[src/rtl/cpu_pkg.sv]
// Shared CPU pipeline types: forwarding select encoding and the hazard tracking entry.
package cpu_pkg;

  localparam logic [4:0] XZR = 5'd31;

  typedef enum logic [1:0] {
    FWD_RF  = 2'd0,
    FWD_EX  = 2'd1,
    FWD_MEM = 2'd2
  } fwd_sel_e;

  typedef struct packed {
    logic       valid;
    logic [4:0] rd;
    logic       regwrite;
    logic       load;
    logic       setflag;
  } trk_entry_t;

endpackage

[src/rtl/hazard_match.sv]
// Combinational compare of one tracked stage against a read register; X31 never matches.
module hazard_match
  import cpu_pkg::*;
#(
  parameter int REG_W = 5,
  parameter int NREG  = 32
) (
  input  trk_entry_t       entry,
  input  logic [REG_W-1:0] reg_idx,
  output logic             hit
);

  assign hit = entry.valid & entry.regwrite & (entry.rd == reg_idx) &
               (reg_idx != REG_W'(NREG - 1));

endmodule

[src/rtl/pipeline_hazard_ctrl.sv]
// Hazard/forwarding controller for the 5-stage pipeline: stall, bubble, operand and flag forwarding.
// Optional build macro HAZARD_PERF_EN adds saturating stall/forward performance counters.
module pipeline_hazard_ctrl
  import cpu_pkg::*;
#(
  parameter int REG_W = 5,
  parameter int NREG  = 32
) (
  input  logic             clk,
  input  logic             reset,
  input  logic             rf_valid,
  input  logic [REG_W-1:0] rf_rn,
  input  logic [REG_W-1:0] rf_rb,
  input  logic             rf_uses_rn,
  input  logic             rf_uses_rb,
  input  logic [REG_W-1:0] rf_rd,
  input  logic             rf_regwrite,
  input  logic             rf_load,
  input  logic             rf_setflag,
  input  logic             rf_uses_flags,
`ifdef HAZARD_PERF_EN
  output logic [31:0]      perf_stall_cnt,
  output logic [31:0]      perf_fwd_cnt,
`endif
  output logic             stall,
  output logic             bubble,
  output logic [1:0]       fwd_a,
  output logic [1:0]       fwd_b,
  output logic             fwd_flags
);

  trk_entry_t ex_r, mem_r, wb_r;
  trk_entry_t rf_entry_s;
  fwd_sel_e   sel_a_s, sel_b_s;
  logic       ex_a_s, mem_a_s, ex_b_s, mem_b_s;
  logic       unused_s;

  hazard_match #(.REG_W(REG_W), .NREG(NREG)) u_match_ex_a  (.entry(ex_r),  .reg_idx(rf_rn), .hit(ex_a_s));
  hazard_match #(.REG_W(REG_W), .NREG(NREG)) u_match_mem_a (.entry(mem_r), .reg_idx(rf_rn), .hit(mem_a_s));
  hazard_match #(.REG_W(REG_W), .NREG(NREG)) u_match_ex_b  (.entry(ex_r),  .reg_idx(rf_rb), .hit(ex_b_s));
  hazard_match #(.REG_W(REG_W), .NREG(NREG)) u_match_mem_b (.entry(mem_r), .reg_idx(rf_rb), .hit(mem_b_s));

  // Stall, bubble and forwarding selects from RF decode and tracked state
  always_comb begin
    stall     = 1'b0;
    bubble    = 1'b0;
    sel_a_s   = FWD_RF;
    sel_b_s   = FWD_RF;
    fwd_flags = 1'b0;
    if (rf_valid) begin
      stall  = ex_r.valid & ex_r.load & ((rf_uses_rn & ex_a_s) | (rf_uses_rb & ex_b_s));
      bubble = stall;
      if (rf_uses_rn && ex_a_s) begin
        sel_a_s = FWD_EX;
      end else if (mem_a_s) begin
        sel_a_s = FWD_MEM;
      end else begin
        sel_a_s = FWD_RF;
      end
      if (rf_uses_rb && ex_b_s) begin
        sel_b_s = FWD_EX;
      end else if (mem_b_s) begin
        sel_b_s = FWD_MEM;
      end else begin
        sel_b_s = FWD_RF;
      end
      fwd_flags = rf_uses_flags & ex_r.valid & ex_r.setflag;
    end else begin
      stall = 1'b0;
    end
  end

  assign fwd_a = sel_a_s;
  assign fwd_b = sel_b_s;

  // RF attributes captured into EX; a stalled or empty RF slot enters as an invalid entry
  always_comb begin
    rf_entry_s = '0;
    if (rf_valid && !bubble) begin
      rf_entry_s.valid    = 1'b1;
      rf_entry_s.rd       = 5'(rf_rd);
      rf_entry_s.regwrite = rf_regwrite;
      rf_entry_s.load     = rf_load;
      rf_entry_s.setflag  = rf_setflag;
    end else begin
      rf_entry_s.valid = 1'b0;
    end
  end

  // Tracking pipe EX -> MEM -> WB
  always_ff @(posedge clk or negedge reset) begin
    if (!reset) begin
      ex_r  <= '0;
      mem_r <= '0;
      wb_r  <= '0;
    end else begin
      ex_r  <= rf_entry_s;
      mem_r <= ex_r;
      wb_r  <= mem_r;
    end
  end

  // The WB entry needs no forward (regfile writes on the falling edge); kept for debug visibility
  assign unused_s = ^wb_r;

`ifdef HAZARD_PERF_EN
  // Saturating stall and forward-activity counters
  always_ff @(posedge clk or negedge reset) begin
    if (!reset) begin
      perf_stall_cnt <= 32'd0;
      perf_fwd_cnt   <= 32'd0;
    end else begin
      if (stall && (perf_stall_cnt != 32'hFFFF_FFFF)) begin
        perf_stall_cnt <= perf_stall_cnt + 32'd1;
      end else begin
        perf_stall_cnt <= perf_stall_cnt;
      end
      if (((fwd_a != 2'd0) || (fwd_b != 2'd0)) && (perf_fwd_cnt != 32'hFFFF_FFFF)) begin
        perf_fwd_cnt <= perf_fwd_cnt + 32'd1;
      end else begin
        perf_fwd_cnt <= perf_fwd_cnt;
      end
    end
  end
`endif

endmodule

[config.mk]
export PLATFORM = sky130hd
export DESIGN_NAME = pipeline_hazard_ctrl
export DESIGN_NICKNAME = d
export VERILOG_FILES = /design/src/rtl/cpu_pkg.sv /design/src/rtl/hazard_match.sv /design/src/rtl/pipeline_hazard_ctrl.sv
export SDC_FILE = /design/constraint.sdc
export NUM_CORES = 1
export LEC_CHECK = 0
export ABC_AREA = 1
export BUFFER_PORTS_ARGS = -buffer_cell sky130_fd_sc_hd__buf_4
export CORE_AREA = 4 4 47 49
export CTS_BUF_LIST = sky130_fd_sc_hd__clkbuf_8 sky130_fd_sc_hd__clkbuf_16
export DETAILED_ROUTE_END_ITERATION = 10
export DIE_AREA = 0 0 51 53
export GPL_TIMING_DRIVEN = 0
export PLACE_DENSITY = 0.84
export SLEW_MARGIN = 0
export SYNTH_ARGS = -nofsm -noshare
export SYNTH_HDL_FRONTEND = slang
export SYNTH_SLANG_ARGS = --single-unit
[constraint.sdc]
create_clock -name clk -period 2.6 [get_ports clk]
set_input_delay 0 -clock clk [delete_from_list [all_inputs] [get_ports clk]]
set_output_delay 0 -clock clk [all_outputs]
set_load 0.005 [all_outputs]
==> flow_summary_export.csv <==
group,metric,value,unit
placement,pre_cts_ws,1.25,ns
sta,worst_slew_margin_rel,87.3,%
synth,yosysTopAreaCell,"dfrtp_1",
critical_path,path_class,"register to output pin",
global_routing,grt_max_degree,17,
pwr,p_leak,0.727,nW
critical_path,r2r_slack,1.28,ns
status,outcome,"complete, no violations",
die,boundaryPins,31,
synth,synth-main-ff-cell,"dfrtp_1",
final_layout,drive_above_1_share,25.6,%
synth,yosysSeqAreaShare,44.7,%
synth,synthTopCellsByArea,"dfrtp_1 (45%), nand2_1 (13%), inv_1 (10%)",
placement,dp_hpwl,1530,µm
global_routing,grt_pass1_wl,3320,µm
clock_network,clock-sinks,16,
critical_path,required,2.60,ns
sta,final-setup-viol-count,0,
sta,setup_ws,0.974,ns
routing,drtPass1Iterations,4,
final_layout,stdcell_area,1300,µm²
synth,yosys.area_share.simple,31.4,%
synth,synth_top_family_by_area,"simple AND/OR/NAND/NOR gates",
synth,synth_edf_count,0,
critical_path,critPathArrivalTime,1.63,ns
final_layout,nNetsFinal,189,
die,die_w,51,µm
clock_network,htreeDepth,1,
synth,ys_types,19,
synth,ys.warnings.count,0,
critical_path,worstReg2RegStart,"ex_r[8]",
synth,syn_area_per_cell,7.40,µm²
synth,yosysMostFrequentCell,"nand2_1",
die,die_y,53,µm
routing,dr_total_vias,839,
synth,synthArstFlopShare,100,%
routing,totalWireLength,1900,µm
sta,min_period,1.63,ns
synth,synth_top_area_share,44.7,%
critical_path,cp-endpoint,"stall",
final_layout,postLayoutCoreUtil,69.8,%
min_path,holdCritPathClass,"input port to register",
synth,netlist_area,896,µm²
global_routing,grt_antenna_before_repair,0,
clock_network,cts_made_buffers,3,
critical_path,r2r_cells,9,
pwr,ir_drop,448,µV
sta,fin_crit_sh,62.5,%
sta,hold_viol_final,0,
routing,vias_per_cell,4.39,
synth,yosys_register_bits,16,
pwr,finalPower,0.583,mW
pwr,p_per_area,448,nW/µm²
clock_network,clock_latency,0.24,ns
global_routing,overflow,0,
sta,fin_skew,0.000796,ns
routing,drt_iter0_drc,14,
final_layout,nFillCells,141,
synth,synth.area.mux_share,0,%
final_layout,finalNonFillerCells,191,
global_routing,grt_pass1_vias,846,
critical_path,crit_fanout,4,
critical_path,critPathCaptureType,"output pin",
final_layout,syn2layout_area_growth,45.1,%
routing,ant_nets,0,
final_layout,regArea,400,µm²
die,initial_utilization,48.1,%
synth,synth_nets,145,
synth,synth_compound_area_share,3.21,%
critical_path,r2r-end,"ex_r[3]",
global_routing,grtUsageTotal,16.9,%
placement,gp_congestion,0.899,
sta,rsz0062_at_grt,"no",
clock_network,cts_max_path_buffers,2,
routing,wire_per_inst,9.92,µm
critical_path,crit_start,"ex_r[8]",
placement,portBuffers,30,
sta,setup_tns,0,ns
clock_network,clockRootBuffer,"clkbuf_8",
sta,slew_viol_final,0,
synth,postSynthCellCount,121,
placement,dp_cells,178,
die,die-area,2700,µm²
critical_path,startpoint_type,"register",
sta,hold_slack,0.0383,ns
sta,worstMarginPinSlew,0.190,ns
die,core,1860,µm²
clock_network,cts_tree,"yes",
sta,fmax,615,MHz
synth,synthTopCellsByCount,"nand2_1 (30), inv_1 (24), nor2_1 (19)",
routing,drc_errors,0,
flow_run,cap_violations,0,
final_layout,num_antenna_cells,0,
clock_network,clkTransAtPathRegs,0.06,ns
final_layout,multiInputGateArea,398,µm²
die,rows,16,
placement,placed_cell_area,1150,µm²
synth,synthXorXnorAreaFrac,9.78,%
synth,synthAdderAreaFrac,0,%
how the worst min path moves through the flow:
stage	startpoint	to	slack, ns	cells after the start
finish	rf_valid	ex_r[8]	0.04	3
global route	rf_valid	ex_r[8]	0.04	3
CTS	rf_valid	ex_r[8]	0.04	3
detailed placement	reset	mem_r[3]	-0.14	1
global placement	reset	ex_r[3]	-0.14	1
floorplan	reset	ex_r[0]	-0.30	0
worst max-delay path: stages (launching register included):
cell and delay (ns):
dfrtp_1 0.38, nand2_1 0.09, nor2_1 0.13, nand3_1 0.09
nor2_1 0.13, nand2_2 0.08, nand2_1 0.08, nand2_2 0.07
nor2_1 0.12, buf_4 0.12, buf_4 0.09
kinds of logic (layout without fill, tap and decap cells):
logic type,after synthesis,after routing
XOR/XNOR,10,10
flip-flops,16,16
AO/OA/AOI/OAI,5,5
buffers and inverters,25,68
AND/OR/NAND/NOR,65,65
power by group:
group	internal (mW)	switching [mW]
registers	0.262	0.00979
clock network	0.134	0.0779
logic	0.0544	0.0450
total	0.450	0.133
registers in the layout (all words and copies together), names as in the netlist:
register	count
mem_r	7
ex_r	9
area by class of cell:
class	instances	share of cell area, %
Sequential cell	16	30.8
Clock buffer	4	4.23
Timing Repair Buffer	39	24.3
Inverter	24	6.93
Buffer	1	0.577
Multi-Input combinational cell	80	30.6
Tap cell	27	2.60
layout by cell type (no fill, tap or decap):
cell type	count
o211ai_1	1
o22ai_1	1
nand4_1	1
dfrtp_1	16
buf_4	31
nor3_1	3
a21oi_1	2
o21ai_0	1
nand2_2	2
nor2_2	3
nand2_4	1
inv_1	24
nand2_1	30
clkbuf_8	4
xor2_1	3
xnor2_1	7
nor2_1	19
and3_1	1
nand3_1	4
and3_2	1
dlygate4sd3_1	9
metal layers:
metal / up-vias / global-route usage, % / routed length, µm
li1: 442 / - / -
met1: 359 / 17.1 / 758
met2: 28 / 30.7 / 974
met3: 10 / 1.69 / 77
met4: 0 / 14.8 / 84
met5: - / 0 / 0
timing repair:
action	in CTS	in global routing
hold buffers	9	0
setup buffers	0	0
hold endpoints to repair	24	0
resized for setup	0	0
setup endpoints to repair	0	0
Note: power is estimated with default switching activity, not from simulation.
